[config.mk]
export PLATFORM = sky130hd
export DESIGN_NAME = display_scanner_flat
export DESIGN_NICKNAME = d
export VERILOG_FILES = /design/src/rtl/display_scanner_pkg.sv /design/src/rtl/display_scanner_if.sv /design/src/rtl/display_scanner_scan_tick_gen.sv /design/src/rtl/display_scanner.sv /design/src/flat_wrapper.sv
export SDC_FILE = /design/constraint.sdc
export NUM_CORES = 1
export LEC_CHECK = 0
export BUFFER_PORTS_ARGS = -buffer_cell sky130_fd_sc_hd__buf_2
export CAP_MARGIN = 20
export CORE_UTILIZATION = 40
export DETAILED_ROUTE_END_ITERATION = 10
export PLACE_DENSITY = 0.57
export SLEW_MARGIN = 10
export SYNTH_ARGS = -nofsm -noshare
export SYNTH_HDL_FRONTEND = slang
export SYNTH_SLANG_ARGS = --single-unit
[constraint.sdc]
create_clock -name clk -period 7.81 [get_ports clk]
set_clock_uncertainty 0.15 [all_clocks]
set_input_delay 0.3905 -clock clk [delete_from_list [all_inputs] [get_ports clk]]
set_output_delay 0.3905 -clock clk [all_outputs]
set_load 0.05 [all_outputs]
[src/rtl/display_scanner_pkg.sv]
// Shared definitions for the 4-digit 7-segment scan driver: digit count,
// anode patterns, FSM state encoding and small helper functions.
package display_scanner_pkg;

    localparam int         NUM_DIGITS = 4;
    localparam logic [3:0] AN_ALL_OFF = 4'b1111;
    localparam logic [1:0] IDX_LAST   = 2'(NUM_DIGITS - 1);

    typedef enum logic {
        ST_BLANK = 1'b0,
        ST_SHOW  = 1'b1
    } scan_state_e;

    // Active-low one-hot anode drive for digit position idx.
    function automatic logic [3:0] an_onehot(input logic [1:0] idx);
        return ~(4'b0001 << idx);
    endfunction

    // Nibble of digit position idx within a 4-digit value.
    function automatic logic [3:0] nibble_sel(input logic [15:0] v, input logic [1:0] idx);
        logic [3:0] n;
        case (idx)
            2'd0:    n = v[3:0];
            2'd1:    n = v[7:4];
            2'd2:    n = v[11:8];
            default: n = v[15:12];
        endcase
        return n;
    endfunction

endpackage

[src/rtl/display_scanner_if.sv]
// Host/board-side signal bundle of the scan driver. The master drives the
// value, load strobe and display controls; the slave (the scanner) drives the
// digit nibble, anode pattern and frame pulse.
interface display_scanner_if;

    logic [15:0] value_i;
    logic        load_i;
    logic [3:0]  en_i;
    logic        lzb_i;
    logic [3:0]  digit_o;
    logic [3:0]  an_n_o;
    logic        frame_o;

    modport master (
        output value_i,
        output load_i,
        output en_i,
        output lzb_i,
        input  digit_o,
        input  an_n_o,
        input  frame_o
    );

    modport slave (
        input  value_i,
        input  load_i,
        input  en_i,
        input  lzb_i,
        output digit_o,
        output an_n_o,
        output frame_o
    );

endinterface

[src/rtl/display_scanner_scan_tick_gen.sv]
// Slot timer for the scan driver. Counts 0..REFRESH_DIV-1 per digit slot.
//   slot_end : current cycle is the last one of the slot
//   end_nxt  : the cycle after this edge will be the last one of a slot
//   in_blank : the cycle after this edge falls inside the blanking window
// The look-ahead flags let the top register its outputs in step with the count.
module scan_tick_gen #(
    parameter int REFRESH_DIV = 50000,
    parameter int BLANK_CYC   = 500
) (
    input  logic clk,
    input  logic rst_n,
    output logic slot_end,
    output logic end_nxt,
    output logic in_blank
);

    localparam int                CNT_W = (REFRESH_DIV > 1) ? $clog2(REFRESH_DIV) : 1;
    localparam logic [CNT_W-1:0]  LAST  = CNT_W'(REFRESH_DIV - 1);

    logic [CNT_W-1:0] slot_cnt;
    logic [CNT_W-1:0] cnt_nxt;

    // Terminal-count detection and the position the counter moves to next.
    always_comb begin
        slot_end = (slot_cnt == LAST);
        cnt_nxt  = slot_end ? '0 : slot_cnt + CNT_W'(1);
        end_nxt  = (cnt_nxt == LAST);
        in_blank = (32'(cnt_nxt) < 32'(BLANK_CYC));
    end

    // Slot position counter, wraps at the end of every slot.
    always_ff @(posedge clk or negedge rst_n) begin
        if (!rst_n) begin
            slot_cnt <= '0;
        end else begin
            slot_cnt <= cnt_nxt;
        end
    end

endmodule

[src/rtl/display_scanner.sv]
// Time-multiplexed scan driver for a 4-digit common-anode 7-segment display.
// Steps through the digits one slot at a time, blanking all anodes at the start
// of each slot, and presents the digit nibble plus its active-low anode select.
// New values are double-buffered and only swapped in at the frame boundary.
module display_scanner
    import display_scanner_pkg::*;
#(
    parameter int REFRESH_DIV = 50000,
    parameter int BLANK_CYC   = 500
) (
    input  logic              clk,
    input  logic              rst_n,
    display_scanner_if.slave  bus
);

    logic        slot_end;
    logic        end_nxt;
    logic        in_blank;

    logic [1:0]  idx;
    logic [1:0]  idx_nxt;
    scan_state_e state;
    scan_state_e state_nxt;

    logic [15:0] active;
    logic [15:0] active_nxt;
    logic [15:0] pending;
    logic        pend_v;
    logic        boundary;

    logic [3:0]  digit_nxt;
    logic [3:0]  an_nxt;
    logic        frame_nxt;

    // A digit is lit when enabled and not suppressed as a leading zero.
    // Digit 0 is never suppressed so a zero value still shows one "0".
    function automatic logic digit_lit(input logic [15:0] v, input logic [1:0] i,
                                       input logic [3:0] en, input logic lzb);
        logic upper_zero;
        case (i)
            2'd1:    upper_zero = (v[15:4]  == 12'h000);
            2'd2:    upper_zero = (v[15:8]  == 8'h00);
            2'd3:    upper_zero = (v[15:12] == 4'h0);
            default: upper_zero = 1'b0;
        endcase
        return en[i] && !(lzb && upper_zero);
    endfunction

    scan_tick_gen #(
        .REFRESH_DIV (REFRESH_DIV),
        .BLANK_CYC   (BLANK_CYC)
    ) u_tick (
        .clk      (clk),
        .rst_n    (rst_n),
        .slot_end (slot_end),
        .end_nxt  (end_nxt),
        .in_blank (in_blank)
    );

    // Next digit index, buffer swap at the frame boundary, FSM and output values.
    always_comb begin
        idx_nxt    = idx;
        active_nxt = active;
        state_nxt  = state;
        boundary   = slot_end && (idx == IDX_LAST);

        if (slot_end) begin
            idx_nxt = idx + 2'd1;
        end

        // A load landing on the boundary cycle bypasses the pending buffer.
        if (boundary) begin
            if (bus.load_i) begin
                active_nxt = bus.value_i;
            end else if (pend_v) begin
                active_nxt = pending;
            end
        end

        case (state)
            ST_BLANK: if (!in_blank) state_nxt = ST_SHOW;
            ST_SHOW:  if (in_blank)  state_nxt = ST_BLANK;
            default:  state_nxt = ST_BLANK;
        endcase

        digit_nxt = nibble_sel(active_nxt, idx_nxt);
        an_nxt    = AN_ALL_OFF;
        if ((state_nxt == ST_SHOW) && digit_lit(active_nxt, idx_nxt, bus.en_i, bus.lzb_i)) begin
            an_nxt = an_onehot(idx_nxt);
        end
        frame_nxt = end_nxt && (idx_nxt == IDX_LAST);
    end

    // Scan position and FSM state register.
    always_ff @(posedge clk or negedge rst_n) begin
        if (!rst_n) begin
            idx   <= 2'd0;
            state <= ST_BLANK;
        end else begin
            idx   <= idx_nxt;
            state <= state_nxt;
        end
    end

    // Double buffer: the last load of a frame wins, active changes only at the boundary.
    always_ff @(posedge clk or negedge rst_n) begin
        if (!rst_n) begin
            active  <= 16'h0000;
            pending <= 16'h0000;
            pend_v  <= 1'b0;
        end else begin
            active <= active_nxt;
            if (boundary) begin
                pend_v <= 1'b0;
            end else if (bus.load_i) begin
                pending <= bus.value_i;
                pend_v  <= 1'b1;
            end
        end
    end

    // Registered board-facing outputs, aligned with the scan position they describe.
    always_ff @(posedge clk or negedge rst_n) begin
        if (!rst_n) begin
            bus.digit_o <= 4'h0;
            bus.an_n_o  <= AN_ALL_OFF;
            bus.frame_o <= 1'b0;
        end else begin
            bus.digit_o <= digit_nxt;
            bus.an_n_o  <= an_nxt;
            bus.frame_o <= frame_nxt;
        end
    end

endmodule

[src/flat_wrapper.sv]
// flat-port wrapper written by rule: the top's interface ports become plain ports
module display_scanner_flat import display_scanner_pkg::*;
#(
    parameter int REFRESH_DIV = 50000,
    parameter int BLANK_CYC   = 500
)
  (clk, rst_n, bus_value_i, bus_load_i, bus_en_i, bus_lzb_i, bus_digit_o, bus_an_n_o, bus_frame_o);
  display_scanner_if bus_i ();
  input  logic clk;
  input  logic rst_n;
  input wire logic [$bits(bus_i.value_i)-1:0] bus_value_i;
  input wire logic [$bits(bus_i.load_i)-1:0] bus_load_i;
  input wire logic [$bits(bus_i.en_i)-1:0] bus_en_i;
  input wire logic [$bits(bus_i.lzb_i)-1:0] bus_lzb_i;
  output wire logic [$bits(bus_i.digit_o)-1:0] bus_digit_o;
  output wire logic [$bits(bus_i.an_n_o)-1:0] bus_an_n_o;
  output wire logic [$bits(bus_i.frame_o)-1:0] bus_frame_o;
  assign bus_i.value_i = bus_value_i;
  assign bus_i.load_i = bus_load_i;
  assign bus_i.en_i = bus_en_i;
  assign bus_i.lzb_i = bus_lzb_i;
  assign bus_digit_o = bus_i.digit_o;
  assign bus_an_n_o = bus_i.an_n_o;
  assign bus_frame_o = bus_i.frame_o;
  display_scanner #(.REFRESH_DIV(REFRESH_DIV), .BLANK_CYC(BLANK_CYC)) u_core (.clk(clk), .rst_n(rst_n), .bus(bus_i));
endmodule
==> results of run 1 <==
[state kept, by name, indices dropped and copies added (netlist names)]
| register | cells |
|---|---|
| u_core.idx | 2 |
| u_core.bus.digit_o | 4 |
| u_core.active | 16 |
| u_core.bus.frame_o | 1 |
| u_core.pending | 16 |
| u_core.bus.an_n_o | 4 |
| u_core.pend_v | 1 |
| u_core.u_tick.slot_cnt | 16 |
[synth_stat cells, types with 3 or more instances]
cell type	n	area [µm²]
nor4_1	5	31.28
o22a_2	3	30.03
mux2_2	16	180.2
inv_1	15	56.30
a31oi_1	7	43.79
and2_1	8	50.05
dfrtp_1	56	1401
xor2_1	7	61.31
xnor2_1	8	70.07
a21oi_1	5	25.02
nand4_1	7	43.79
a32oi_1	7	61.31
mux2i_1	15	150.1
clkbuf_1	12	45.04
nor2b_1	4	25.02
nand3_1	9	45.04
nor3_1	6	30.03
dfstp_2	4	105.1
nand2_1	17	63.81
o22ai_1	4	25.02
mux4_2	3	67.56
buf_2	5	25.02
nor2_1	34	127.6
[worst register-to-register path, delay by kind of cell (launching register included)]
| kind | cells | cell delay [ps] |
|---|---|---|
| flops | 1 | 440 |
| simple gates | 4 | 1250 |
| compound gates | 2 | 460 |
| mux | 1 | 840 |
| fa+ha+maj | 1 | 270 |
[where the power goes]
group / internal (mW) / total [mW] / switching [mW] / leakage (nW)
Clock: 0.147 / 0.274 / 0.127 / 0.0927
Combinational: 0.0146 / 0.0315 / 0.0169 / 0.712
Sequential: 0.319 / 0.323 / 0.00415 / 0.763
Total: 0.481 / 0.629 / 0.148 / 1.57
[cell families (layout without fill, tap and decap cells)]
logic type,after synthesis,after routing,synth area share
xor+xnor,15,15,0.04268
simple gates,105,105,0.1846
fa+ha+maj,2,2,0.008129
buf+inv,33,64,0.04349
flops,60,60,0.4894
mux,34,34,0.1293
compound gates,42,42,0.1024
[how the worst max path moves through the flow]
stage / startpoint / end / slack [ps] / cells after the start
6_report: u_core.u_tick.slot_cnt[0]$_DFF_PN0_ / u_core.bus.an_n_o[1]$_DFF_PN1_ / 4290 / 8
5_1_grt: u_core.u_tick.slot_cnt[0]$_DFF_PN0_ / u_core.bus.an_n_o[2]$_DFF_PN1_ / 3870 / 8
4_1_cts: u_core.u_tick.slot_cnt[0]$_DFF_PN0_ / u_core.bus.an_n_o[1]$_DFF_PN1_ / 4240 / 8
3_5_place_dp: u_core.u_tick.slot_cnt[0]$_DFF_PN0_ / u_core.bus.an_n_o[1]$_DFF_PN1_ / 4270 / 8
3_3_place_gp: u_core.u_tick.slot_cnt[11]$_DFF_PN0_ / u_core.bus.digit_o[2]$_DFF_PN0_ / 4360 / 7
2_1_floorplan: u_core.u_tick.slot_cnt[4]$_DFF_PN0_ / u_core.bus.an_n_o[1]$_DFF_PN1_ / 4890 / 9
[area by class of cell]
type	count	share of cell area
multi-input combinational	198	0.4127
clock buffer	10	0.03664
inverter	15	0.01616
sequential	60	0.4325
clock inverter	6	0.01832
tap	99	0.03556
timing repair buffer	33	0.04813
[metal layers]
metal	share of wire	global-route usage	wire, µm
met5	0	0	0
met4	0.013	0.06831	85
met3	0.040	0.03807	266
met2	0.44	0.2526	2916
met1	0.50	0.2572	3325
==> flow_summary.json, run 1 <==
{
  "clk_latency_ps": 330,
  "crit_buf_inv": 0,
  "die_width_um": 89.72,
  "core_um2": 7331,
  "cp.arrival_ps": 3590,
  "final_cells": 421,
  "grt-ovfl-total": 0,
  "yosys_warnings": 0,
  "drc": 0,
  "io_buffers": 32,
  "synth-edff-count": 0,
  "synthFlopType": "dfrtp_1",
  "rsz0062_at_grt": "no",
  "antenna_found_initial": 0,
  "cp_data_required_time_ps": 7870,
  "grt_start_max_net_pins": 61,
  "rr_endpoint": "u_core.bus.an_n_o[1]$_DFF_PN1_",
  "maxSlewViolCount": 0,
  "cts_tree": "yes",
  "cts_buffer_depth": 2,
  "via_per_inst": 5.340,
  "drive_gt1_frac": 0.2547,
  "grtUsageTotal": 0.1755,
  "initialDrtViolationCount": 151,
  "initial_utilization": 0.4199,
  "path_cells": "ha_1 -> nand3_1 -> nor2_1 -> and2_1 -> mux2i_1 -> nor2_1 -> o211ai_1 -> o2111ai_2",
  "first_pass_iters": 4,
  "outcome": "complete, no violations",
  "dp_hpwl_mm": 4.636,
  "root_buffer": "clkbuf_8",
  "setup_tns_ps": 0,
  "path_delay_family": "simple AND/OR/NAND/NOR gates",
  "critPathLaunchType": "flop",
  "path_clk_slew_ps": 70,
  "dieHeight_um": 89.72,
  "gp_congestion": 0.8194,
  "dp.cells": 405,
  "critPathMaxStageDelay_ps": 830,
  "holdWs_ps": 56.16,
  "final_core_util": 0.4752,
  "worst_pin_slew_ps": 1013,
  "cts_resized": 0,
  "synth.yosys.seq_area_share": 0.4894,
  "die_area_um2": 8050,
  "fillers": 663,
  "ff2ff_setup_slack_ps": 4290,
  "worst_slack_ps": 4287,
  "end_kind": "flop",
  "final_hold_viol_count": 0,
  "dr_total_vias": 2248,
  "seqCellArea_um2": 1506,
  "grt_pass1_vias": 2148,
  "final_nets": 343,
  "drv_cap": 0,
  "ys_ff_latch": 60,
  "worstSetupPathType": "flop to flop",
  "synthArstFlopShare": 1.000,
  "timing.rr.start": "u_core.u_tick.slot_cnt[0]$_DFF_PN0_",
  "max-vdd-ir-drop_mv": 0.09192,
  "cts_inserted_buffers": 9,
  "hp-class": "input pin to asynchronous set/reset pin",
  "syn-cell-area_um2": 3078,
  "total_power_uw": 629.1,
  "n_antenna_cell": 0,
  "wire_per_inst_um": 15.66,
  "multi_input_area_um2": 1438,
  "io_pins": 33,
  "max_slew_margin": 0.3198,
  "yosysUniqueCellTypes": 47,
  "final_common_cell": "dfrtp_1",
  "fmax_mhz": 283.9,
  "syn_area_per_cell_um2": 10.58,
  "fin_crit_sh": 0.4511,
  "cellPowerDensity_nw_per_um2": 180.6,
  "crit_slowest_cell": "mux2i_1",
  "syn_inst": 291,
  "p_leak_nw": 1.568,
  "syn_nets": 317,
  "post-cts-setup-buffers": 0,
  "htree_levels": 3,
  "crit_path_max_fanout": 13,
  "path_common_cell": "nor2_1",
  "final_area_um2": 3483,
  "syn_to_final_growth_pct": 13.17,
  "drt_wl_total_mm": 6.593,
  "place_area_um2": 3292,
  "postRouteAntennaNets": 0,
  "preCtsSetupSlack_ps": 4273,
  "period_needed_ps": 3523,
  "rows": 31,
  "cts_hold_buffers": 0,
  "reg2reg_depth": 8,
  "cts.sinks": 60,
  "grt_pass1_wl_mm": 10.98,
  "finalSetupViolations": 0,
  "final_cell_mix": "dfrtp_1, nor2_1, buf_2, nand2_1, mux2_2"
}
Power figures use the tool's default switching activity.
==> inputs of run 2 (changes only) <==
PLACE_DENSITY = 0.59   (was 0.57)
clock period = 3.1 ns   (was 7.81 ns; I/O delays follow)
==> run 2 against run 1 <==
  * Clock-buffer cell count shrank 1
  * Final area grew 8.7%
  * Sequential power grew to 2.5 times the previous value
  * Fmax increased by 19%
  * Power rose to 2.6 times the previous value
  * Cell count grew 7.1%
  * Clock power grew to 2.6 times the previous value
  * Sequential share of layout area down 3.5 points
  * Sequential cell count is the same
  * Critical endpoint unchanged
  * Largest cell class unchanged
==> flow_summary.json, run 2 (synthesis gave the netlist of run 1 again) <==
{
  "outcome": "complete, no violations",
  "final_core_util": 0.5165,
  "grt-ovfl-total": 0,
  "p_int_mw": 1.235,
  "io_buffers": 32,
  "fillers": 653,
  "hp-class": "input pin to flop",
  "dp_hpwl_mm": 4.881,
  "maxSlewViolCount": 0,
  "multi_input_area_um2": 1438,
  "largestRegisters": "u_core.active x16, u_core.pending x16, u_core.u_tick.slot_cnt x16",
  "preCtsSetupSlack_ps": 199.1,
  "period_needed_ps": 2959,
  "grt-busiest-layer": "met2",
  "cellPowerDensity_nw_per_um2": 433.6,
  "rows": 31,
  "worst_pin_slew_ps": 920.9,
  "htree_levels": 3,
  "io_pins": 33,
  "drive_gt1_frac": 0.2699,
  "initial_utilization": 0.4199,
  "total_power_mw": 1.642,
  "pwr-share-clk": 0.442,
  "cp.arrival_ps": 3070,
  "grtUsageTotal": 0.1862,
  "met1_usage": 0.2643,
  "antenna_found_initial": 0,
  "drc": 0,
  "final_common_cell": "dfrtp_1",
  "first_pass_iters": 5,
  "grt_pass1_vias": 2295,
  "wire_per_inst_um": 15.52,
  "n_antenna_cell": 0,
  "end_kind": "flop",
  "final_cell_mix": "dfrtp_1, nor2_1, buf_2, dlygate4sd3_1, nand2_1",
  "cts_tree": "yes",
  "worstSetupPathType": "flop to flop",
  "drv_cap": 0,
  "core_um2": 7331,
  "place_area_um2": 3400,
  "root_buffer": "clkbuf_8",
  "fmax_mhz": 337.9,
  "initialDrtViolationCount": 83,
  "gp_congestion": 0.8024,
  "cts_buffer_depth": 2,
  "seq_power_share": 0.496,
  "dieHeight_um": 89.72,
  "max_slew_margin": 0.3861,
  "worst_slack_ps": 140.7,
  "final_hold_viol_count": 0,
  "cts.sinks": 60,
  "final_nets": 373,
  "seqCellArea_um2": 1506,
  "drt_wl_total_mm": 6.998,
  "cp_data_required_time_ps": 3210,
  "clk_latency_ps": 340,
  "pwr-share-comb": 0.062,
  "max-vdd-ir-drop_mv": 0.2798,
  "use_met3": 0.05076,
  "crit_path_max_fanout": 18,
  "fin_crit_sh": 0.9546,
  "setup_tns_ps": 0,
  "syn_to_final_growth_pct": 23.01,
  "cts_inserted_buffers": 9,
  "switchingPower_uw": 407.2,
  "die_area_um2": 8050,
  "finalSetupViolations": 0,
  "grt_pass1_wl_mm": 11.70,
  "p_sw_frac": 0.2480,
  "die_width_um": 89.72,
  "rsz0062_at_grt": "no",
  "ff2ff_setup_slack_ps": 140,
  "dr_total_vias": 2359,
  "critPathLaunchType": "flop",
  "postRouteAntennaNets": 0,
  "grt_start_max_net_pins": 41,
  "final_area_um2": 3786,
  "via_per_inst": 5.231,
  "path_clk_slew_ps": 80,
  "grtUsageMet2": 0.2769,
  "p_leak_nw": 1.719,
  "cts_resized": 0
}
==> run 2: cell types whose count changed in the layout (fill, tap and decap cells not counted), sizes merged <==
cell / before / now
inv: 16 / 17
clkinvlp: 2 / 0
clkbuf: 10 / 9
buf: 33 / 45
clkinv: 2 / 4
dlygate4sd3: 0 / 18
==> run 2: timing repair <==
item	in CTS	in global routing
buffers inserted	0	1
setup endpoints to repair	0	1
hold buffers	18	0
endpoints found under the hold margin	55	0
==> run 2: path summary, 6_finish.rpt <==
check / startpoint / to / cells past startpoint
min in group asynchronous: rst_n / u_core.u_tick.slot_cnt[5]$_DFF_PN0_ / 2
min reg2reg: u_core.pending[6]$_DFFE_PN0P_ / u_core.pending[6]$_DFFE_PN0P_ / 1
max in group asynchronous: rst_n / u_core.bus.an_n_o[3]$_DFF_PN1_ / 3
max: u_core.u_tick.slot_cnt[11]$_DFF_PN0_ / u_core.bus.an_n_o[1]$_DFF_PN1_ / 8
max reg2reg: u_core.u_tick.slot_cnt[11]$_DFF_PN0_ / u_core.bus.an_n_o[1]$_DFF_PN1_ / 8
min: bus_load_i / u_core.active[3]$_DFF_PN0_ / 3
==> run 2: metrics by stage <==
| stage | cells | hold WS (ps) |
|---|---|---|
| 2_1_floorplan | 291 | -290.6 |
| 3_3_place_gp | 416 | 201.7 |
| 3_5_place_dp | 416 | 195.2 |
| 4_1_cts | 450 | 148.9 |
| 5_1_grt | 451 | 202.2 |
| 6_report | 451 | 170.0 |
==> run 2: layout make-up <==
cell class / count / share of cell area
Sequential cell: 60 / 0.3979
Multi-Input combinational cell: 198 / 0.3797
Timing Repair Buffer: 63 / 0.1223
Clock buffer: 9 / 0.03272
Tap cell: 99 / 0.03272
Clock inverter: 7 / 0.01983
Inverter: 15 / 0.01487
==> run 2: metal layers <==
metal	wire length, µm	part of all wire
met2	3269	0.47
met5	0	0
met3	248	0.035
met1	3407	0.49
met4	73	0.010
==> run 2: power by group through the flow <==
stage,clock network [mW],logic (mW),registers (mW)
3_5_place_dp,0,0.0867,0.829
3_3_place_gp,0,0.0856,0.828
5_1_grt,0.784,0.114,0.817
4_1_cts,0.743,0.104,0.814
2_1_floorplan,0,0.0409,0.826
6_report,0.726,0.102,0.814
==> run 2: critical path, cell delays in order, from the launching register on <==
cell and delay, ps:
dfrtp_1 440, or4_1 570, nor4_4 290, buf_12 200
mux2i_1 190, nand2_1 130, nor4_1 480, o211ai_1 210
o2111ai_2 230
